**config.mk**
```make
export PLATFORM = sky130hd
export DESIGN_NAME = mem_arbiter
export DESIGN_NICKNAME = d
export VERILOG_FILES = /design/src/rtl/rv32i_types.sv /design/src/rtl/mem_req_latch.sv /design/src/rtl/mem_arbiter.sv
export SDC_FILE = /design/constraint.sdc
export NUM_CORES = 1
export LEC_CHECK = 0
export CAP_MARGIN = 10
export CORE_UTILIZATION = 45
export CTS_BUF_LIST = sky130_fd_sc_hd__clkbuf_8 sky130_fd_sc_hd__clkbuf_16
export DETAILED_ROUTE_END_ITERATION = 8
export GPL_ROUTABILITY_DRIVEN = 0
export PLACE_DENSITY = 0.91
export SLEW_MARGIN = 20
export SYNTH_ARGS = -nofsm -noshare
export SYNTH_HDL_FRONTEND = slang
export SYNTH_SLANG_ARGS = --single-unit
export TNS_END_PERCENT = 1
```
**constraint.sdc**
```tcl
create_clock -name clk -period 4.6 [get_ports clk]
set_clock_uncertainty 0.2 [all_clocks]
set_input_delay 1.15 -clock clk [delete_from_list [all_inputs] [get_ports clk]]
set_output_delay 1.15 -clock clk [all_outputs]
set_load 0.05 [all_outputs]
```
**src/rtl/rv32i_types.sv**
```systemverilog
// ============================================================================
//  Module   : rv32i_types (package)
//  Brief    : Shared types for the instruction/data memory arbiter: word and
//             mask types, grant encoding and arbiter FSM state encoding.
//  Revision : 1.0 - initial release
// ============================================================================
`default_nettype none

package rv32i_types;

    typedef logic [31:0] rv32i_word;
    typedef logic [3:0]  rv32i_mem_wmask;

    // Which requester owns the shared port
    typedef enum logic {
        GRANT_I = 1'b0,
        GRANT_D = 1'b1
    } grant_t;

    // Arbiter FSM states
    typedef enum logic [1:0] {
        IDLE   = 2'd0,
        I_BUSY = 2'd1,
        D_BUSY = 2'd2
    } arb_state_t;

    // Reads always present a full-word mask on the shared port
    localparam rv32i_mem_wmask C_READ_MASK = 4'b1111;

endpackage

`default_nettype wire

```
**src/rtl/mem_req_latch.sv**
```systemverilog
// ============================================================================
//  Module   : mem_req_latch
//  Brief    : Holds the granted request (address, write data, mask and
//             read/write strobes) stable on the shared memory port until the
//             transaction completes. Asynchronous active-low clear.
//  Revision : 1.0 - initial release
// ============================================================================
`default_nettype none

module mem_req_latch
    import rv32i_types::*;
(
    input  logic           clk,
    input  logic           rst,
    input  logic           i_load,
    input  logic           i_done,
    input  rv32i_word      i_address,
    input  rv32i_word      i_wdata,
    input  rv32i_mem_wmask i_mask,
    input  logic           i_read,
    input  logic           i_write,
    output rv32i_word      o_address,
    output rv32i_word      o_wdata,
    output rv32i_mem_wmask o_mask,
    output logic           o_read,
    output logic           o_write
);

    rv32i_word      r_address;
    rv32i_word      r_wdata;
    rv32i_mem_wmask r_mask;
    logic           r_read;
    logic           r_write;

    // Capture the request on grant; drop only the strobes on completion so the
    // address/data lines stay quiet between transactions.
    always_ff @(posedge clk or negedge rst) begin
        if (!rst) begin
            r_address <= '0;
            r_wdata   <= '0;
            r_mask    <= C_READ_MASK;
            r_read    <= 1'b0;
            r_write   <= 1'b0;
        end else if (i_load) begin
            r_address <= i_address;
            r_wdata   <= i_wdata;
            r_mask    <= i_mask;
            r_read    <= i_read;
            r_write   <= i_write;
        end else if (i_done) begin
            r_read    <= 1'b0;
            r_write   <= 1'b0;
        end
    end

    assign o_address = r_address;
    assign o_wdata   = r_wdata;
    assign o_mask    = r_mask;
    assign o_read    = r_read;
    assign o_write   = r_write;

endmodule

`default_nettype wire

```
**src/rtl/mem_arbiter.sv**
```systemverilog
// ============================================================================
//  Module   : mem_arbiter
//  Brief    : Two-requester (instruction / data) arbiter onto a single shared
//             memory port. One transaction at a time, registered port outputs,
//             optional round-robin fairness under contention.
//  Revision : 1.0 - initial release
// ============================================================================
`default_nettype none

module mem_arbiter
    import rv32i_types::*;
#(
    parameter bit FAIR = 1'b1
) (
    input  logic           clk,
    input  logic           rst,
    // Instruction side
    input  logic           i_read,
    input  rv32i_word      i_address,
    output rv32i_word      i_rdata,
    output logic           i_resp,
    // Data side
    input  logic           d_read,
    input  logic           d_write,
    input  rv32i_word      d_address,
    input  rv32i_word      d_wdata,
    input  rv32i_mem_wmask d_byte_enable,
    output rv32i_word      d_rdata,
    output logic           d_resp,
    // Shared memory port
    output logic           mem_read,
    output logic           mem_write,
    output rv32i_word      mem_address,
    output rv32i_word      mem_wdata,
    output rv32i_mem_wmask mem_byte_enable,
    input  rv32i_word      mem_rdata,
    input  logic           mem_resp
);

    arb_state_t     r_state;
    arb_state_t     w_next_state;
    grant_t         r_last_grant;
    grant_t         w_grant;
    logic           w_load;
    logic           w_done;
    logic           w_i_req;
    logic           w_d_req;

    rv32i_word      r_i_rdata;
    rv32i_word      r_d_rdata;

    rv32i_word      w_ld_address;
    rv32i_word      w_ld_wdata;
    rv32i_mem_wmask w_ld_mask;
    logic           w_ld_read;
    logic           w_ld_write;

    assign w_i_req = i_read;
    assign w_d_req = d_read | d_write;

    // State, fairness history and last-read-data registers
    always_ff @(posedge clk or negedge rst) begin
        if (!rst) begin
            r_state      <= IDLE;
            r_last_grant <= GRANT_I;
            r_i_rdata    <= '0;
            r_d_rdata    <= '0;
        end else begin
            r_state <= w_next_state;
            if (w_load) begin
                r_last_grant <= w_grant;
            end
            if (i_resp) begin
                r_i_rdata <= mem_rdata;
            end
            if (d_resp) begin
                r_d_rdata <= mem_rdata;
            end
        end
    end

    // Next-state and grant decision; only IDLE can start a transaction, so a
    // request still held during the response cycle waits one IDLE cycle.
    always_comb begin
        w_next_state = r_state;
        w_grant      = r_last_grant;
        w_load       = 1'b0;
        w_done       = 1'b0;
        case (r_state)
            IDLE: begin
                if (w_i_req && w_d_req) begin
                    // Contention: data wins unless fairness hands it to the
                    // side that did not get the previous grant.
                    if (!FAIR || (r_last_grant == GRANT_I)) begin
                        w_grant = GRANT_D;
                    end else begin
                        w_grant = GRANT_I;
                    end
                    w_load = 1'b1;
                end else if (w_d_req) begin
                    w_grant = GRANT_D;
                    w_load  = 1'b1;
                end else if (w_i_req) begin
                    w_grant = GRANT_I;
                    w_load  = 1'b1;
                end
                if (w_load) begin
                    w_next_state = (w_grant == GRANT_D) ? D_BUSY : I_BUSY;
                end
            end
            I_BUSY, D_BUSY: begin
                if (mem_resp) begin
                    w_done       = 1'b1;
                    w_next_state = IDLE;
                end
            end
            default: begin
                w_next_state = IDLE;
            end
        endcase
    end

    // Request fields presented to the latch; simultaneous read+write on the
    // data side is treated as a write.
    assign w_ld_write   = (w_grant == GRANT_D) && d_write;
    assign w_ld_read    = (w_grant == GRANT_D) ? !d_write : 1'b1;
    assign w_ld_address = (w_grant == GRANT_D) ? d_address : i_address;
    assign w_ld_wdata   = (w_grant == GRANT_D) ? d_wdata : '0;
    assign w_ld_mask    = w_ld_write ? d_byte_enable : C_READ_MASK;

    mem_req_latch u_req_latch (
        .clk       (clk),
        .rst       (rst),
        .i_load    (w_load),
        .i_done    (w_done),
        .i_address (w_ld_address),
        .i_wdata   (w_ld_wdata),
        .i_mask    (w_ld_mask),
        .i_read    (w_ld_read),
        .i_write   (w_ld_write),
        .o_address (mem_address),
        .o_wdata   (mem_wdata),
        .o_mask    (mem_byte_enable),
        .o_read    (mem_read),
        .o_write   (mem_write)
    );

    // Completion is passed through in the same cycle, only to the owner
    assign i_resp  = (r_state == I_BUSY) && mem_resp;
    assign d_resp  = (r_state == D_BUSY) && mem_resp;
    assign i_rdata = i_resp ? mem_rdata : r_i_rdata;
    assign d_rdata = d_resp ? mem_rdata : r_d_rdata;

endmodule

`default_nettype wire

```
==> flow_metrics.tcl, run 1 <==
set metrics [dict create \
    dp_slack_ns 0.5399 \
    rows 41 \
    hold_start "u_req_latch.o_wdata[28]$_DFFE_PN0P_" \
    grt_pass1_wl_um 30770 \
    dieWidth_um 117.0 \
    htree_levels 4 \
    final.setup.worst_slack_ns 0.5184 \
    endpoint_kind "primary output" \
    syn-cell-area_sq_mm 0.005953 \
    setup-violations-final 0 \
    vias 5195 \
    numCtsBuffers 17 \
    layout_common_cells "205 x clkdlybuf4s50_1, 132 x dfrtp_1, 66 x buf_12, 64 x mux2_2, 37 x inv_1" \
    drt-total-wl_um 20340 \
    cp.required_ns 3.25 \
    drtPass1Iterations 5 \
    power.density_mw_per_mm2 942.1 \
    hold_class "flip-flop to flip-flop" \
    synth.yosys.warnings 0 \
    vias_per_cell 5.671 \
    post-route-period-util 0.8873 \
    syn_nets 615 \
    drive_gt1_frac 0.2446 \
    antennaDiodeCount 0 \
    first_global_vias 5312 \
    cts.sinks 137 \
    areaGrowthSynthToFinish_pct 68.12 \
    grt-ovfl-total 0 \
    max_slew_margin 0.2596 \
    timing.final.hold_violations 0 \
    syn_inst 474 \
    drtIter0Drc 370 \
    fillers 672 \
    setup_tns_ns 0 \
    multi_input_area_sq_mm 0.002150 \
    mostFrequentLayoutCell "clkdlybuf4s50_1" \
    grt_setup_unrepaired "false" \
    start_util 0.4661 \
    postRouteAntennaNets 0 \
    fmax_ghz 0.2450 \
    critPathArrivalTime_ns 2.73 \
    cts_tree "done" \
    path_class "input port to primary output" \
    synth.avg_cell_area_sq_um 12.56 \
    status "finished, final reports clean" \
    worstSetupStartpointType "input port" \
    antenna_found_initial 2 \
    grt_usage 0.3073 \
    cts_hold_buf 0 \
    post_cts_buffers 0 \
    grt_max_degree 112 \
    synth_seq_cells 137 \
    critPathLaunch "mem_resp" \
    coreArea_sq_mm 0.01277 \
    dpl.hpwl_um 13550 \
    finalNetCount 872 \
    min_path_cells 1 \
    fin_crit_ns 4.082 \
    maxSlewViolCount 0 \
    die_h_um 117.0 \
    ios 274 \
    rr_worst_depth 7 \
    ff_latch_area_sq_mm 0.003435 \
    p_leak_nw 4.338 \
    cts_resized 0 \
    wire_per_inst_um 22.20 \
    die-area_sq_mm 0.01369 \
    clkTransAtPathRegs_ns 0.06 \
    tightest_slew_ns 1.111 \
    io_buffers 273 \
    cts_root_buf "clkbuf_16" \
    seq_area_frac_synth 0.5767 \
    drv_cap 0 \
    synthDistinctLibCells 28 \
    cp_max_fo 33 \
    clock_insertion_delay_worst_skew_ns 0.41 \
    ir_worst_vdd_uv 428.7 \
    drc 0 \
    reg2reg_from "r_state[1]$_DFFE_PN0P_" \
    clk_path_buf_depth 2 \
]
-- layer usage --
metal | vias to the layer above | wire, um | GRT usage
met5 | - | 14 | 0
met4 | 2 | 661 | 0.1477
li1 | 2266 | - | -
met2 | 276 | 10190 | 0.5207
met3 | 53 | 1783 | 0.1076
met1 | 2598 | 7683 | 0.3475
-- stage by stage --
step / cells / hold WS (ns) / total power [mW] / instance area [sq um] / util
2_1_floorplan: 474 / 0.3226 / 5.402 / 5953 / -
3_3_place_gp: 883 / 0.2903 / 7.804 / 9395 / 0.7355
3_5_place_dp: 883 / 0.2909 / 7.974 / 9395 / 0.7355
4_1_cts: 915 / 0.3084 / 9.440 / 9991 / 0.7822
5_1_grt: 916 / 0.3136 / 9.764 / 10010 / 0.7835
6_report: 916 / 0.2992 / 9.429 / 10010 / 0.7835
-- logic make-up after synthesis --
| group | share of synthesized area |
|---|---|
| flip-flops | 0.5767 |
| AND/OR/NAND/NOR | 0.05759 |
| adder cells (fa/ha/maj) | 0.006306 |
| multiplexers | 0.1211 |
| AO/OA/AOI/OAI | 0.1749 |
| buffers and inverters | 0.06347 |
-- final timing paths --
check	end	slack (ns)
hold / removal	u_req_latch.o_wdata[28]$_DFFE_PN0P_	0.30
max in group asynchronous	r_i_rdata[30]$_DFF_PN0_	2.74
hold reg to reg	u_req_latch.o_wdata[28]$_DFFE_PN0P_	0.30
setup reg to reg	u_req_latch.o_wdata[4]$_DFFE_PN0P_	1.88
min in group asynchronous	u_req_latch.o_address[16]$_DFFE_PN0P_	0.64
setup / recovery	i_rdata[9]	0.52
-- synth_stat cells, drive strengths merged --
cell | n | area (sq um)
mux2 | 64 | 720.7
o31a | 1 | 8.760
o21a | 1 | 7.510
nand4 | 1 | 6.260
o22a | 4 | 35.03
nand3 | 2 | 10.01
a211oi | 1 | 20.02
dfstp | 4 | 105.1
a2111oi | 32 | 280.3
or2 | 1 | 6.260
inv | 37 | 138.9
buf | 29 | 178.9
o22ai | 1 | 6.260
nand2 | 7 | 26.28
clkbuf | 16 | 60.06
dfrtp | 133 | 3328
o21ai | 3 | 18.77
nand2b | 1 | 6.260
a22o | 33 | 289.0
o2111a | 32 | 360.4
a21boi | 2 | 15.01
ha | 3 | 37.54
nor3 | 32 | 160.2
nor2 | 34 | 127.6
-- registers in the layout, summed over array words and instances, names as in the netlist --
register               cells
r_d_rdata                 32
r_i_rdata                 32
r_last_grant               1
r_state                    2
u_req_latch.o_address     32
u_req_latch.o_mask         4
u_req_latch.o_read         1
u_req_latch.o_wdata       32
u_req_latch.o_write        1
-- cell type report --
type | count | area share
repair buffers | 283 | 0.3472
flip-flops and latches | 137 | 0.3432
multi-input cells | 255 | 0.2148
clock buffers | 18 | 0.04388
well taps | 172 | 0.02150
clock inverters | 14 | 0.01563
inverters | 37 | 0.01388
-- power breakdown --
part,total (mW),leakage [nW],internal [mW],switching (mW)
combinational,5.89,2.42,2.39,3.50
sequential,2.16,1.62,1.80,0.358
clock,1.38,0.296,0.859,0.524
-- critical path, stage by stage --
cell             delay [ns]
clkdlybuf4s50_1        0.45
nand2_1                0.09
buf_4                  0.39
mux2_2                 0.44
buf_12                 0.16
No activity file was read; power rests on OpenSTA's default activity.
==> run 2: changes to the inputs <==
Settings changed: ABC_CLOCK_PERIOD_IN_PS set to 4600, GPL_TIMING_DRIVEN set to 1.
==> results of run 2 <==
The final DEF is identical to that of run 1; final timing and power are the same.
